`config.mk`:
```
export PLATFORM = sky130hd
export DESIGN_NAME = data_bus_bridge_flat
export DESIGN_NICKNAME = d
export VERILOG_FILES = /design/src/rtl/data_bus_bridge_if.sv /design/src/rtl/data_bus_bridge.sv /design/src/flat_wrapper.sv
export SDC_FILE = /design/constraint.sdc
export NUM_CORES = 1
export LEC_CHECK = 0
export BUFFER_PORTS_ARGS = -buffer_cell sky130_fd_sc_hd__buf_2
export CAP_MARGIN = 20
export CORE_UTILIZATION = 45
export CTS_CLUSTER_DIAMETER = 200
export DETAILED_ROUTE_END_ITERATION = 10
export GPL_TIMING_DRIVEN = 0
export PLACE_DENSITY = 0.79
export SYNTH_ARGS = -nofsm -noshare
export SYNTH_HDL_FRONTEND = slang
export SYNTH_HIERARCHICAL = 1
export SYNTH_SLANG_ARGS = --single-unit
```
`constraint.sdc`:
```
create_clock -name clk -period 3.53 [get_ports clk]
set_input_delay 0.353 -clock clk [delete_from_list [all_inputs] [get_ports clk]]
set_output_delay 0.353 -clock clk [all_outputs]
set_load 0.02 [all_outputs]
```
`src/rtl/data_bus_bridge_if.sv`:
```
// External data-memory bus seen by the load/store bridge.
//   master : bridge side, drives the request, samples ack/rdata
//   slave  : memory side, drives ack/rdata
// Signals:
//   bus_req   request, high from issue until ack or abort
//   bus_we    1 = write transaction
//   bus_addr  word-aligned byte address
//   bus_wdata write data (byte stores replicated on all lanes)
//   bus_be    byte enables, bit i = byte lane i (little-endian)
//   bus_ack   one-cycle completion strobe
//   bus_rdata read data, valid with bus_ack
interface data_bus_bridge_if;
  logic        bus_req;
  logic        bus_we;
  logic [31:0] bus_addr;
  logic [31:0] bus_wdata;
  logic [3:0]  bus_be;
  logic        bus_ack;
  logic [31:0] bus_rdata;

  modport master (
    output bus_req, bus_we, bus_addr, bus_wdata, bus_be,
    input  bus_ack, bus_rdata
  );

  modport slave (
    input  bus_req, bus_we, bus_addr, bus_wdata, bus_be,
    output bus_ack, bus_rdata
  );
endinterface

```
`src/rtl/data_bus_bridge.sv`:
```
// Load/store bridge: turns single-cycle core memory accesses into req/ack
// bus transactions, stalls the core until completion, steers byte lanes
// for LDRB/STRB and aborts a transaction that is not acked in time.
//
// Ports:
//   clk, reset       clock (rising edge), asynchronous active-high reset
//   mem_read         core load request
//   mem_write        core store request (wins over mem_read)
//   byte_access      1 = byte access, 0 = word access
//   addr             core data address
//   write_data       core store data
//   read_data        loaded data, held between loads
//   stall            core must hold PC, registers and request inputs
//   bus_error        sticky: some transaction timed out
//   bus              external bus, master side
//
// Parameters:
//   TIMEOUT_CYCLES   WAIT cycles allowed before abort (1..65535)
//   ERR_READ_VALUE   read_data returned by a timed-out load

// Per-lane write steering: byte enable and write byte for one lane.
module data_bus_bridge_lane #(
  parameter int LANE = 0
) (
  input  logic       byte_access,
  input  logic [1:0] lane_sel,
  input  logic [7:0] word_byte,   // this lane's byte of the store word
  input  logic [7:0] low_byte,    // store byte for byte accesses
  output logic       be,
  output logic [7:0] wdata
);
  assign be    = !byte_access || (lane_sel == 2'(LANE));
  // Byte stores are replicated on every lane; bus_be picks the real one.
  assign wdata = byte_access ? low_byte : word_byte;
endmodule

module data_bus_bridge #(
  parameter int unsigned TIMEOUT_CYCLES = 255,
  parameter logic [31:0] ERR_READ_VALUE = 32'h0000_0000
) (
  input  logic        clk,
  input  logic        reset,
  input  logic        mem_read,
  input  logic        mem_write,
  input  logic        byte_access,
  input  logic [31:0] addr,
  input  logic [31:0] write_data,
  output logic [31:0] read_data,
  output logic        stall,
  output logic        bus_error,
  data_bus_bridge_if.master bus
);
  localparam int          NUM_LANES = 4;
  localparam logic [15:0] TO_LAST   = 16'(TIMEOUT_CYCLES - 1);

  typedef enum logic [1:0] {IDLE, WAIT, DONE} state_t;

  // Request attributes needed after issue to format the load result.
  typedef struct packed {
    logic       byte_acc;
    logic [1:0] lane;
  } req_t;

  state_t state, state_nxt;
  req_t   lat;
  logic   acc, start, ack_hit, to_hit;
  logic [15:0] cnt;

  logic [NUM_LANES-1:0]      be_nxt;
  logic [NUM_LANES-1:0][7:0] wdata_nxt;
  logic [7:0]                rd_byte;

  assign acc = mem_read | mem_write;

  for (genvar i = 0; i < NUM_LANES; i++) begin : g_lane
    data_bus_bridge_lane #(.LANE(i)) u_lane (
      .byte_access (byte_access),
      .lane_sel    (addr[1:0]),
      .word_byte   (write_data[8*i +: 8]),
      .low_byte    (write_data[7:0]),
      .be          (be_nxt[i]),
      .wdata       (wdata_nxt[i])
    );
  end

  assign rd_byte = bus.bus_rdata[8*lat.lane +: 8];

  always_ff @(posedge clk or posedge reset) begin
    if (reset) state <= IDLE;
    else       state <= state_nxt;
  end

  always_comb begin
    state_nxt = state;
    stall     = 1'b0;
    start     = 1'b0;
    ack_hit   = 1'b0;
    to_hit    = 1'b0;
    case (state)
      IDLE: begin
        stall = acc;
        if (acc) begin
          start     = 1'b1;
          state_nxt = WAIT;
        end
      end
      WAIT: begin
        stall = 1'b1;
        // Ack takes priority over a timeout landing in the same cycle.
        if (bus.bus_ack) begin
          ack_hit   = 1'b1;
          state_nxt = DONE;
        end else if (cnt == TO_LAST) begin
          to_hit    = 1'b1;
          state_nxt = DONE;
        end
      end
      DONE:    state_nxt = IDLE;
      default: state_nxt = IDLE;
    endcase
    if (reset) stall = 1'b0;
  end

  always_ff @(posedge clk or posedge reset) begin
    if (reset) begin
      bus.bus_req   <= 1'b0;
      bus.bus_we    <= 1'b0;
      bus.bus_addr  <= '0;
      bus.bus_wdata <= '0;
      bus.bus_be    <= '0;
      read_data     <= '0;
      bus_error     <= 1'b0;
      cnt           <= '0;
      lat           <= '0;
    end else begin
      if (start) begin
        bus.bus_req   <= 1'b1;
        bus.bus_we    <= mem_write;
        bus.bus_addr  <= {addr[31:2], 2'b00};
        bus.bus_wdata <= wdata_nxt;
        bus.bus_be    <= be_nxt;
        cnt           <= '0;
        lat           <= '{byte_acc: byte_access, lane: addr[1:0]};
      end else if (state == WAIT) begin
        cnt <= cnt + 16'd1;
      end

      if (ack_hit) begin
        bus.bus_req <= 1'b0;
        if (!bus.bus_we)
          read_data <= lat.byte_acc ? {24'h0, rd_byte} : bus.bus_rdata;
      end

      if (to_hit) begin
        bus.bus_req <= 1'b0;
        bus_error   <= 1'b1;
        if (!bus.bus_we) read_data <= ERR_READ_VALUE;
      end
    end
  end
endmodule

```
`src/flat_wrapper.sv`:
```
// flat-port wrapper written by rule: the top's interface ports become plain ports
module data_bus_bridge_flat 
#(
  parameter int unsigned TIMEOUT_CYCLES = 255,
  parameter logic [31:0] ERR_READ_VALUE = 32'h0000_0000
)
  (clk, reset, mem_read, mem_write, byte_access, addr, write_data, read_data, stall, bus_error, bus_bus_req, bus_bus_we, bus_bus_addr, bus_bus_wdata, bus_bus_be, bus_bus_ack, bus_bus_rdata);
  data_bus_bridge_if bus_i ();
  input  logic clk;
  input  logic reset;
  input  logic mem_read;
  input  logic mem_write;
  input  logic byte_access;
  input  logic [31:0] addr;
  input  logic [31:0] write_data;
  output logic [31:0] read_data;
  output logic stall;
  output logic bus_error;
  output wire logic [$bits(bus_i.bus_req)-1:0] bus_bus_req;
  output wire logic [$bits(bus_i.bus_we)-1:0] bus_bus_we;
  output wire logic [$bits(bus_i.bus_addr)-1:0] bus_bus_addr;
  output wire logic [$bits(bus_i.bus_wdata)-1:0] bus_bus_wdata;
  output wire logic [$bits(bus_i.bus_be)-1:0] bus_bus_be;
  input wire logic [$bits(bus_i.bus_ack)-1:0] bus_bus_ack;
  input wire logic [$bits(bus_i.bus_rdata)-1:0] bus_bus_rdata;
  assign bus_bus_req = bus_i.bus_req;
  assign bus_bus_we = bus_i.bus_we;
  assign bus_bus_addr = bus_i.bus_addr;
  assign bus_bus_wdata = bus_i.bus_wdata;
  assign bus_bus_be = bus_i.bus_be;
  assign bus_i.bus_ack = bus_bus_ack;
  assign bus_i.bus_rdata = bus_bus_rdata;
  data_bus_bridge #(.TIMEOUT_CYCLES(TIMEOUT_CYCLES), .ERR_READ_VALUE(ERR_READ_VALUE)) u_core (.clk(clk), .reset(reset), .mem_read(mem_read), .mem_write(mem_write), .byte_access(byte_access), .addr(addr), .write_data(write_data), .read_data(read_data), .stall(stall), .bus_error(bus_error), .bus(bus_i));
endmodule
```
; ---- Word level (Yosys, flattened, before mapping)
; Index checks and enable logic that the tools add are counted.
[totals]
ff_bits = 122
inputBits = 102
output_inout_bits = 104
word_cells = 57
[classes]
addsub = 1
eq_ne = 7
n_shift = 1
muxes = 26
bitwise = 1
n_reduce_logical = 10
[ops]
columns = cell, count
row1 = $mux W32, 5
row2 = $mux W16, 2
row3 = $shiftx A32 B6 Y8, 1
row4 = $mux W8, 3
row5 = $add A16 B1 Y16 const B, 1
row6 = $eq A16 B8 Y1 const B, 1
row7 = $mux W1, 11
row8 = $mux W2, 3
row9 = $eq A2 B1 Y1 const B, 2
row10 = $eq A2 B2 Y1 const B, 2
row11 = $logic_not A2 Y1, 2
row12 = $logic_or A1 B1 Y1, 4
row13 = $pmux W2 S2, 1
row14 = $ne A3 B2 Y1 const B, 1
row15 = $reduce_bool A3 Y1, 1
row16 = $ne A2 B1 Y1 const B, 1
row17 = $pmux W1 S2, 1
row18 = $reduce_and A2 Y1, 1
row19 = $reduce_bool A2 Y1, 1
row20 = $logic_not A1 Y1, 1
row21 = $or A1 B1 Y1, 1

; ---- Depth between registers and ports, before layout
; Gate-level depths: netlist (run 1).
[depth]
depth_word = 6
depth_mapped = 7
ltp_nobuf = 6

; ---- Cells and area by module
; Netlist (run 1), hierarchy kept.
[by_module_without_submodules]
columns = mod, instances, cells_per_inst, area_per_inst_um2, seq_area_each_um2
row1 = data_bus_bridge, 1, 525, 5072.4, 3052.9
row2 = data_bus_bridge_lane (u_core.g_lane[1].u_lane ...), 2, 11, 140.1, 0.0
row3 = data_bus_bridge_lane (u_core.g_lane[3].u_lane), 1, 10, 141.4, 0.0
row4 = data_bus_bridge_lane (u_core.g_lane[0].u_lane), 1, 10, 136.4, 0.0

; ---- Worst setup path after synthesis (run 1)
; Ideal clock, no wire load.
[synth_path]
path_kind = reg-to-reg
start = register u_core.cnt[0]
end = register (tool-made name)
setup_ns = 0.121
t_arrival_ns = 1.809
t_required_ns = 3.409
path_slack_ns = 1.600
stages_incl_launch_ff = 8
n_path_buf = 1
period_less_slack_ns = 1.930
path_cell_list = dfrtp_1 > inv_1 > ha_1 > or4b_4 > o41ai_2 > nand2_2 > buf_6 > a22o_1
[synth_rtl]
columns = item, line_no
row1 = from (decl), data_bus_bridge.sv:67  ; logic [15:0] cnt;
row2 = from (signal assigned), data_bus_bridge.sv:145  ; cnt <= cnt + 16'd1;

==> impl_metrics.ini, run 1 <==
[synth]
ys_async_sr_fraction = 1.00
synthCells = 567
ys_warn_count = 6
synth_simple_gate_area_frac = 0.215
syn_area_um2 = 5630
synthAdderAreaFrac = 0.00444
synth-compound-area-share = 0.0929
synth_mux_area_frac = 0.103
synth_top_family_by_area = simple AND/OR/NAND/NOR gates
yosysSeqAreaShare = 0.542
synth_top_area_share = 0.542
yosys.cell_types.count = 41
synth_edf_count = 0
yosys.area.top_type = dfrtp_1
yosys-top-cells-area = dfrtp_1 (54%), nand2_1 (15%), mux2_4 (8.5%)
syn_avg_cell_area_um2 = 9.93
synth-seq-cells = 122
ys.flop_type = dfrtp_1
synth_xor_area_frac = 0.00311

[route]
m1WireLength_um = 6480
met3_length_um = 968
wl_met2_um = 7180
via_per_inst = 5.01
wl_um = 14800
drc = 0
drt-pass1-iter-count = 4
final_antenna_net_count = 0
wl_per_cell_um = 15.2
via_count = 4875
drt_iter0_markers = 234
top_layer = met4

[min_path]
worstHoldStart = addr[15]
hp-class = in2reg
hold_depth = 3
hold_path_end = u_core/bus.bus_addr[15]

[clock_network]
clk_path_buf_depth = 2
clk_pin_slew_ps = 60
postCtsSetupRepairBufs = 0
root_buffer = clkbuf_16
numCtsBuffers = 17
insertion_delay_ps = 410
htreeDepth = 4
postCtsHoldBufs = 1
cts_tree = yes
ctsResizeCount = 0
clock_sinks = 122

[setup_path]
crit_path_end_kind = flop
crit_chain = inv_1, ha_1, or4b_4, o41ai_2, nand2_2, buf_6, a22o_1
required_ps = 3820
path_class = reg2reg
rr_worst_depth = 7
path_max_fanout = 10
worstPathArrival_ps = 2480
slowest_delay_ps = 470
slowest_stage = or4b_4
start_kind = flop
r2r_setup_slack_ps = 1340
reg2reg_from = u_core/cnt[0]

[sta]
tightest_slew_ps = 635
fin_crit_ps = 2190
fmax_mhz = 456
slew_violations = 0
relSlewSlack = 0.573
fin_tns_setup_ps = 0
grt_setup_unrepaired = false
setup_ws_ps = 1340
hold_viol = 0
whs_ps = 130
clock_skew_ps = 7.80
setup_viol = 0
post-route-period-util = 0.621

[floorplan]
start_util = 0.465
core_um2 = 12100
die-area_um2 = 13000
die_width_um = 114
boundaryPins = 206
num_rows = 40
fp.dieH_um = 114

[placed_design]
gp_routability_congestion = 0.813
port_buffers = 203
dpl.hpwl_um = 10800
pre_cts_ws_ps = 1390
placedCellCount = 942

[global_routing]
grt_pass1_wl_um = 24000
grt_pass1_vias = 4880
track_usage = 0.241
grt.overflow.total = 0
antenna_found_initial = 0
grt_max_degree = 42

[cells_and_area]
n_antenna_cell = 0
synthToLayoutAreaGrowth_pct = 34.3
instances_no_fill = 974
nets = 898
drive_gt1_frac = 0.351

[run_status]
status = finished clean

[run]
cap_viol_max_count = 0

[power_and_ir_drop]
power_density_nw_per_um2 = 935
total_leakage_power_nw = 4.11
vdd_drop_max_mv = 0.488
## worst max-delay path by stage
| stage | from | end | depth (start not counted) |
|---|---|---|---|
| after floorplan | u_core/cnt[0] | flop | 7 |
| after global placement | reset | u_core/bus.bus_wdata[26] | 2 |
| after detailed placement | u_core/cnt[0] | flop | 7 |
| after CTS | u_core/cnt[0] | flop | 7 |
| after global routing | u_core/cnt[0] | flop | 7 |
| final | u_core/cnt[0] | flop | 7 |
## final cells by class
class | count | area (um^2)
plain buffers | 34 | 190
inverters | 7 | 30.0
repair buffers | 207 | 1090
well taps | 168 | 210
flip-flops and latches | 122 | 3050
clock buffers | 24 | 492
multi-input cells | 405 | 2360
clock inverters | 7 | 138
fillers | 1074 | 4550
## power by group
part           total (mW)  switching (mW)  internal, mW
logic                2.87            1.86          1.01
clock network        1.86           0.605          1.25
registers            2.35           0.343          2.00
## worst max-delay path, delay by kind of cell (launching register included)
| family | cells | cell delay, ps |
|---|---|---|
| buffers and inverters | 2 | 270 |
| DFF | 1 | 440 |
| and+or+nand+nor | 2 | 650 |
| AOI/OAI and AO/OA | 2 | 550 |
| adders and majority gates | 1 | 160 |
## routing by layer
metal	vias to the layer above	global-route usage
met5	-	0
met3	15	0.0670
met1	2339	0.302
met2	173	0.400
met4	0	0.0892
li1	2348	-
## cells by family (layout without fill, tap and decap cells)
family                     count (synthesis)  count (layout)
AOI/OAI and AO/OA                         66              66
xor gates and xnor gates                   2               2
adders and majority gates                  2               2
buffers and inverters                     41             279
DFF                                      122             122
muxes                                     42              42
other                                      1               2
and+or+nand+nor                          291             291
## placed cells by master (no fill, tap or decap), types with 7 or more instances in the layout
master | Yosys | layout
buf_2 | 2 | 205
nor2_1 | 15 | 15
nor2b_1 | 8 | 8
nand2b_1 | 9 | 9
clkbuf_16 | 0 | 17
buf_6 | 7 | 7
nand2_1 | 227 | 227
mux2_4 | 32 | 32
nor3_1 | 10 | 10
a22o_1 | 32 | 32
o22ai_1 | 8 | 8
mux2i_1 | 10 | 10
clkbuf_1 | 23 | 26
a211oi_1 | 8 | 8
nand3_1 | 9 | 9
dfrtp_1 | 122 | 122
## Yosys cell counts, types with 8 or more instances
| library cell | instances |
|---|---|
| nor2b_1 | 8 |
| dfrtp_1 | 122 |
| a211oi_1 | 8 |
| a22o_1 | 32 |
| nand3_1 | 9 |
| o22ai_1 | 8 |
| nor3_1 | 10 |
| mux2i_1 | 10 |
| clkbuf_1 | 23 |
| nor2_1 | 15 |
| nand2b_1 | 9 |
| mux2_4 | 32 |
| nand2_1 | 227 |
## metrics by stage
stage          utilization  power [mW]  area (um^2)
6_report             0.624        7.07         7560
5_1_grt              0.624        7.52         7560
4_1_cts              0.624        7.12         7560
3_5_place_dp         0.572        5.24         6920
3_3_place_gp         0.567        5.17         6860
2_1_floorplan            -        4.20         5640
Power figures use the tool's default switching activity.
==> run 2, diff against run 1 <==
--- a/config.mk
+++ b/config.mk
@@ -5,13 +5,14 @@
 export SDC_FILE = /design/constraint.sdc
 export NUM_CORES = 1
 export LEC_CHECK = 0
+export ABC_AREA = 1
 export BUFFER_PORTS_ARGS = -buffer_cell sky130_fd_sc_hd__buf_2
 export CAP_MARGIN = 20
-export CORE_UTILIZATION = 45
+export CORE_UTILIZATION = 50
 export CTS_CLUSTER_DIAMETER = 200
 export DETAILED_ROUTE_END_ITERATION = 10
 export GPL_TIMING_DRIVEN = 0
-export PLACE_DENSITY = 0.79
+export PLACE_DENSITY = 0.82
 export SYNTH_ARGS = -nofsm -noshare
 export SYNTH_HDL_FRONTEND = slang
 export SYNTH_HIERARCHICAL = 1
==> constraint.sdc (replaced) <==
create_clock -name clk -period 2.25 [get_ports clk]
set_input_delay 0.225 -clock clk [delete_from_list [all_inputs] [get_ports clk]]
set_output_delay 0.225 -clock clk [all_outputs]
set_load 0.02 [all_outputs]
==> run 2 against run 1 <==
Net effect:
- count of clock-buffer cells in the layout decreased by 4
- synthesized area increased by 3.4%
- global-route usage increased by 4.0 points
- sequential share of layout area decreased by 0.50 points
- first-iteration DRC count increased by 58%
- final cell count increased by 18%
- via count increased by 18%
- utilization increased by 4.9 points
- highest routed layer is now met5
==> impl_metrics.ini, run 2 <==
[route]
drt_iter0_markers = 370
wl_um = 16300
via_per_inst = 5.00
drt-pass1-iter-count = 6
wl_met2_um = 7970
wl_per_cell_um = 14.1
drc = 0
m1WireLength_um = 6880
via_count = 5768
top_layer = met5
met3_length_um = 1050
final_antenna_net_count = 0

[synth]
synth-seq-cells = 122
synth-compound-area-share = 0.0331
yosys.cell_types.count = 27
synth_top_family_by_area = simple AND/OR/NAND/NOR gates
synth_edf_count = 0
synth_mux_area_frac = 0
yosysSeqAreaShare = 0.525
syn_avg_cell_area_um2 = 7.54
yosys-top-cells-area = dfrtp_1 (52%), nand2_1 (27%), nand3_1 (4.0%)
syn_area_um2 = 5820
synth_common_cells = nand2_1 (425), dfrtp_1 (122), nand3_1 (47)
ys_warn_count = 6
ys.flop_type = dfrtp_1
ys_async_sr_fraction = 1.00
synth_xor_area_frac = 0.00151
synth_simple_gate_area_frac = 0.369
post-synth-top-count-cell = nand2_1
synth_top_area_share = 0.525
synthCells = 772
yosys.area.top_type = dfrtp_1
synthAdderAreaFrac = 0.00430

[setup_path]
rr_worst_depth = 7
required_ps = 2030
cp_common_cell = nor2_1
path_max_fanout = 9
slowest_stage = nor2_2
path_class = reg2out
slowest_delay_ps = 400
reg2reg_from = u_core/cnt[1]
worstPathArrival_ps = 1830
start_kind = flop
crit_path_end_kind = primary output
crit_chain = inv_1, nand2_1, nor2_2, nor2_1, nor2_1, buf_2
rr_endpoint = u_core/cnt[14]
r2r_setup_slack_ps = 540

[sta]
setup_ws_ps = 193
grt_setup_unrepaired = false
clock_skew_ps = 9.64
post-route-period-util = 0.914
relSlewSlack = 0.404
fin_crit_ps = 2060
setup_viol = 0
slew_violations = 0
fmax_mhz = 486
tightest_slew_ps = 892
hold_viol = 0

[placed_design]
placedCellCount = 1121
postPlaceCellArea_um2 = 7060
gp_routability_congestion = 0.841
pre_cts_ws_ps = 503
dpl.hpwl_um = 11800
port_buffers = 203

[clock_network]
insertion_delay_ps = 410
cts_tree = yes
clk_path_buf_depth = 2
postCtsSetupRepairBufs = 0
numCtsBuffers = 17
htreeDepth = 4
clk_pin_slew_ps = 50
clock_sinks = 122
root_buffer = clkbuf_16
ctsResizeCount = 0
postCtsHoldBufs = 1

[cells_and_area]
drive_gt1_frac = 0.277
nets = 1102
final_cell_mix = nand2_1 (425), buf_2 (212), dfrtp_1 (122)
synthToLayoutAreaGrowth_pct = 31.6
instances_no_fill = 1154
design_area_um2 = 7660
n_antenna_cell = 0
final_common_cell = nand2_1
post-route-util = 0.674

[global_routing]
antenna_found_initial = 1
grt_pass1_wl_um = 25500
track_usage = 0.281
grt_pass1_vias = 5308
grt_max_degree = 43
grt.overflow.total = 0

[floorplan]
core_um2 = 11400
num_rows = 39
fp.dieH_um = 110
die-area_um2 = 12100
die_width_um = 110
boundaryPins = 206
start_util = 0.512

[power_and_ir_drop]
total_leakage_power_nw = 4.43
power.total_mw = 11.0
power_density_nw_per_um2 = 1430
vdd_drop_max_mv = 0.831

[min_path]
hp-class = in2async

[run]
cap_viol_max_count = 0

[run_status]
status = finished clean
-- run 2: cell count changes after synthesis, moves of 25 or more --
cell and change:
a22o_1 -32, inv_1 +25, mux2_4 -32, nand2_1 +198, nand3_1 +38, nor2_1 +27
-- run 2: worst max path at each step --
stage / slack [ps] / startpoint / depth (start not counted) / to
floorplan: 530 / reset / 1 / async pin
global placement: -270 / reset / 2 / u_core/bus.bus_addr[6]
detailed placement: 500 / u_core/state[1] / 5 / u_core/lat[2]
CTS: 120 / u_core/state[1] / 6 / stall
global route: 80 / u_core/state[1] / 6 / stall
finish: 190 / u_core/state[1] / 6 / stall
-- run 2: metrics by stage --
stage,setup TNS (ps),hold slack [ps]
floorplan,0,342
global placement,-31980,426
detailed placement,0,431
CTS,0,1.74
global route,0,14.9
finish,0,1.09
-- run 2: report_power, final --
part | leakage [nW] | switching (mW) | total, mW | internal [mW]
Sequential | 1.55 | 0.500 | 3.63 | 3.13
Combinational | 2.61 | 3.17 | 4.61 | 1.44
Clock | 0.280 | 0.977 | 2.71 | 1.73
-- run 2: critical path, delay by kind of cell, from the launching register on --
kind	cells	cell delay (ps)
flip-flops	1	380
AND/OR/NAND/NOR	4	830
buffers and inverters	2	220
-- run 2: layout make-up --
type	count	area, um^2
fill	964	3710
sequential	122	3050
multi-input combinational	574	2380
timing repair buffer	206	1070
clock buffer	20	437
buffer	36	236
tap	143	179
inverter	41	158
clock inverter	12	150
-- run 2: cell families after synthesis --
group | count (synthesis)
AND/OR/NAND/NOR | 534
flip-flops | 122
buffers and inverters | 77
AO/OA/AOI/OAI | 35
adder cells (fa/ha/maj) | 2
XOR/XNOR | 1
other | 1
-- run 2: layer usage --
metal,global-route usage,up-vias
met2,0.461,210
met1,0.359,2692
met3,0.0616,35
met5,0,-
met4,0.118,2
li1,-,2829
==> run 3, diff against run 2 <==
==> constraint.sdc (replaced) <==
create_clock -name clk -period 2.25 [get_ports clk]
set_input_delay 0.225 -clock clk [delete_from_list [all_inputs] [get_ports clk]]
set_output_delay 0.225 -clock clk [all_outputs]
set_load 0.1 [all_outputs]
==> run 3 against run 2 <==
Net effect:
- worst hold slack gained 11 ps
- utilization grew 0.52 points
- critical path depth is the same
==> impl_metrics.ini, run 3 (synthesis results as in run 2) <==
[sta]
fin_crit_ps = 2070
clock_skew_ps = 9.58
post-route-period-util = 0.922
hold_viol = 0
slew_violations = 0
setup_viol = 0
relSlewSlack = 0.406
tightest_slew_ps = 889
whs_ps = 11.8
grt_setup_unrepaired = false
fmax_mhz = 482

[setup_path]
rr_worst_depth = 8
r2r_setup_slack_ps = 540
crit_family = simple AND/OR/NAND/NOR gates
reg2reg_from = u_core/cnt[1]
required_ps = 2030
path_max_fanout = 9
crit_path_end_kind = primary output
start_kind = flop
path_class = reg2out
rr_endpoint = u_core/cnt[12]
crit_chain = inv_1, nand2_1, nor2_4, nor2_1, nor2_2, clkbuf_4
worstPathArrival_ps = 1850
cp_num_buf_inv = 2
slowest_delay_ps = 380
crit_cells = 6
slowest_stage = dfrtp_1

[placed_design]
port_buffers = 203
gp_routability_congestion = 0.865
dpl.hpwl_um = 11500

[route]
via_count = 5785
drt_iter0_markers = 339
final_antenna_net_count = 0
wl_met2_um = 7670
drc = 0
drt-pass1-iter-count = 8
wl_per_cell_um = 13.7
via_per_inst = 5.01
met3_length_um = 1050
m1WireLength_um = 6690
top_layer = met5
wl_um = 15800

[global_routing]
grt_pass1_vias = 5275
antenna_found_initial = 1
grt_pass1_wl_um = 24600
track_usage = 0.272
grt_max_degree = 44
grt.overflow.total = 0

[clock_network]
numCtsBuffers = 17
htreeDepth = 4
root_buffer = clkbuf_16
clk_path_buf_depth = 2
postCtsSetupRepairBufs = 0
clk_pin_slew_ps = 50
insertion_delay_ps = 410
cts_tree = yes
clock_sinks = 122

[cells_and_area]
final_cell_mix = nand2_1 (425), buf_2 (211), dfrtp_1 (122)
drive_gt1_frac = 0.281
n_antenna_cell = 0
synthToLayoutAreaGrowth_pct = 32.6
nets = 1102
final_common_cell = nand2_1

[run_status]
status = finished clean

[floorplan]
die-area_um2 = 12100
die_width_um = 110
fp.dieH_um = 110
boundaryPins = 206
start_util = 0.512
core_um2 = 11400
num_rows = 39

[min_path]
hp-class = in2async

[run]
cap_viol_max_count = 0
run 3: cell type report:
cell class / instances / area (um^2)
clock inverters: 14 / 196
flip-flops and latches: 122 / 3050
inverters: 41 / 158
multi-input cells: 574 / 2390
repair buffers: 206 / 1070
clock buffers: 18 / 439
plain buffers: 36 / 236
well taps: 143 / 179
fillers: 968 / 3650
run 3: how the worst max path moves through the flow:
stage	startpoint	end	slack, ps
finish	u_core/state[1]	stall	180
global route	u_core/state[1]	stall	80
CTS	u_core/state[1]	stall	50
detailed placement	u_core/state[1]	stall	300
global placement	reset	u_core/bus.bus_addr[8]	-250
floorplan	u_core/bus.bus_we	u_core/read_data[3]	320
run 3: worst register-to-register path, delay by kind of cell (launching register included):
kind                     cells  cell delay, ps
flip-flops                   1             400
AND/OR/NAND/NOR              6             950
adder cells (fa/ha/maj)      1             180
buffers and inverters        1              80
run 3: routing by layer:
| layer | vias up | GRT usage |
|---|---|---|
| met5 | - | 0 |
| met3 | 37 | 0.0765 |
| li1 | 2832 | - |
| met1 | 2682 | 0.337 |
| met4 | 2 | 0.120 |
| met2 | 232 | 0.444 |
run 3: repair_timing:
item	CTS	global route
endpoints found under the hold margin	1	0
hold buffers	1	0
resized for setup	1	1
setup endpoints to repair	1	1
run 3: metrics by stage:
step	setup TNS, ps	util	setup WS (ps)	area (um^2)	std cells
5_1_grt	0	0.679	82.9	7720	1154
4_1_cts	0	0.679	54.1	7710	1154
3_5_place_dp	0	0.621	303	7060	1121
3_3_place_gp	-29870	0.618	-253	7020	1119
6_report	0	0.679	176	7720	1154
2_1_floorplan	0	-	322	5830	773
Power of run 3 is left out: the tool's default activity adds up to more than one toggle a clock period on the data nets, which glitch-free logic cannot reach.
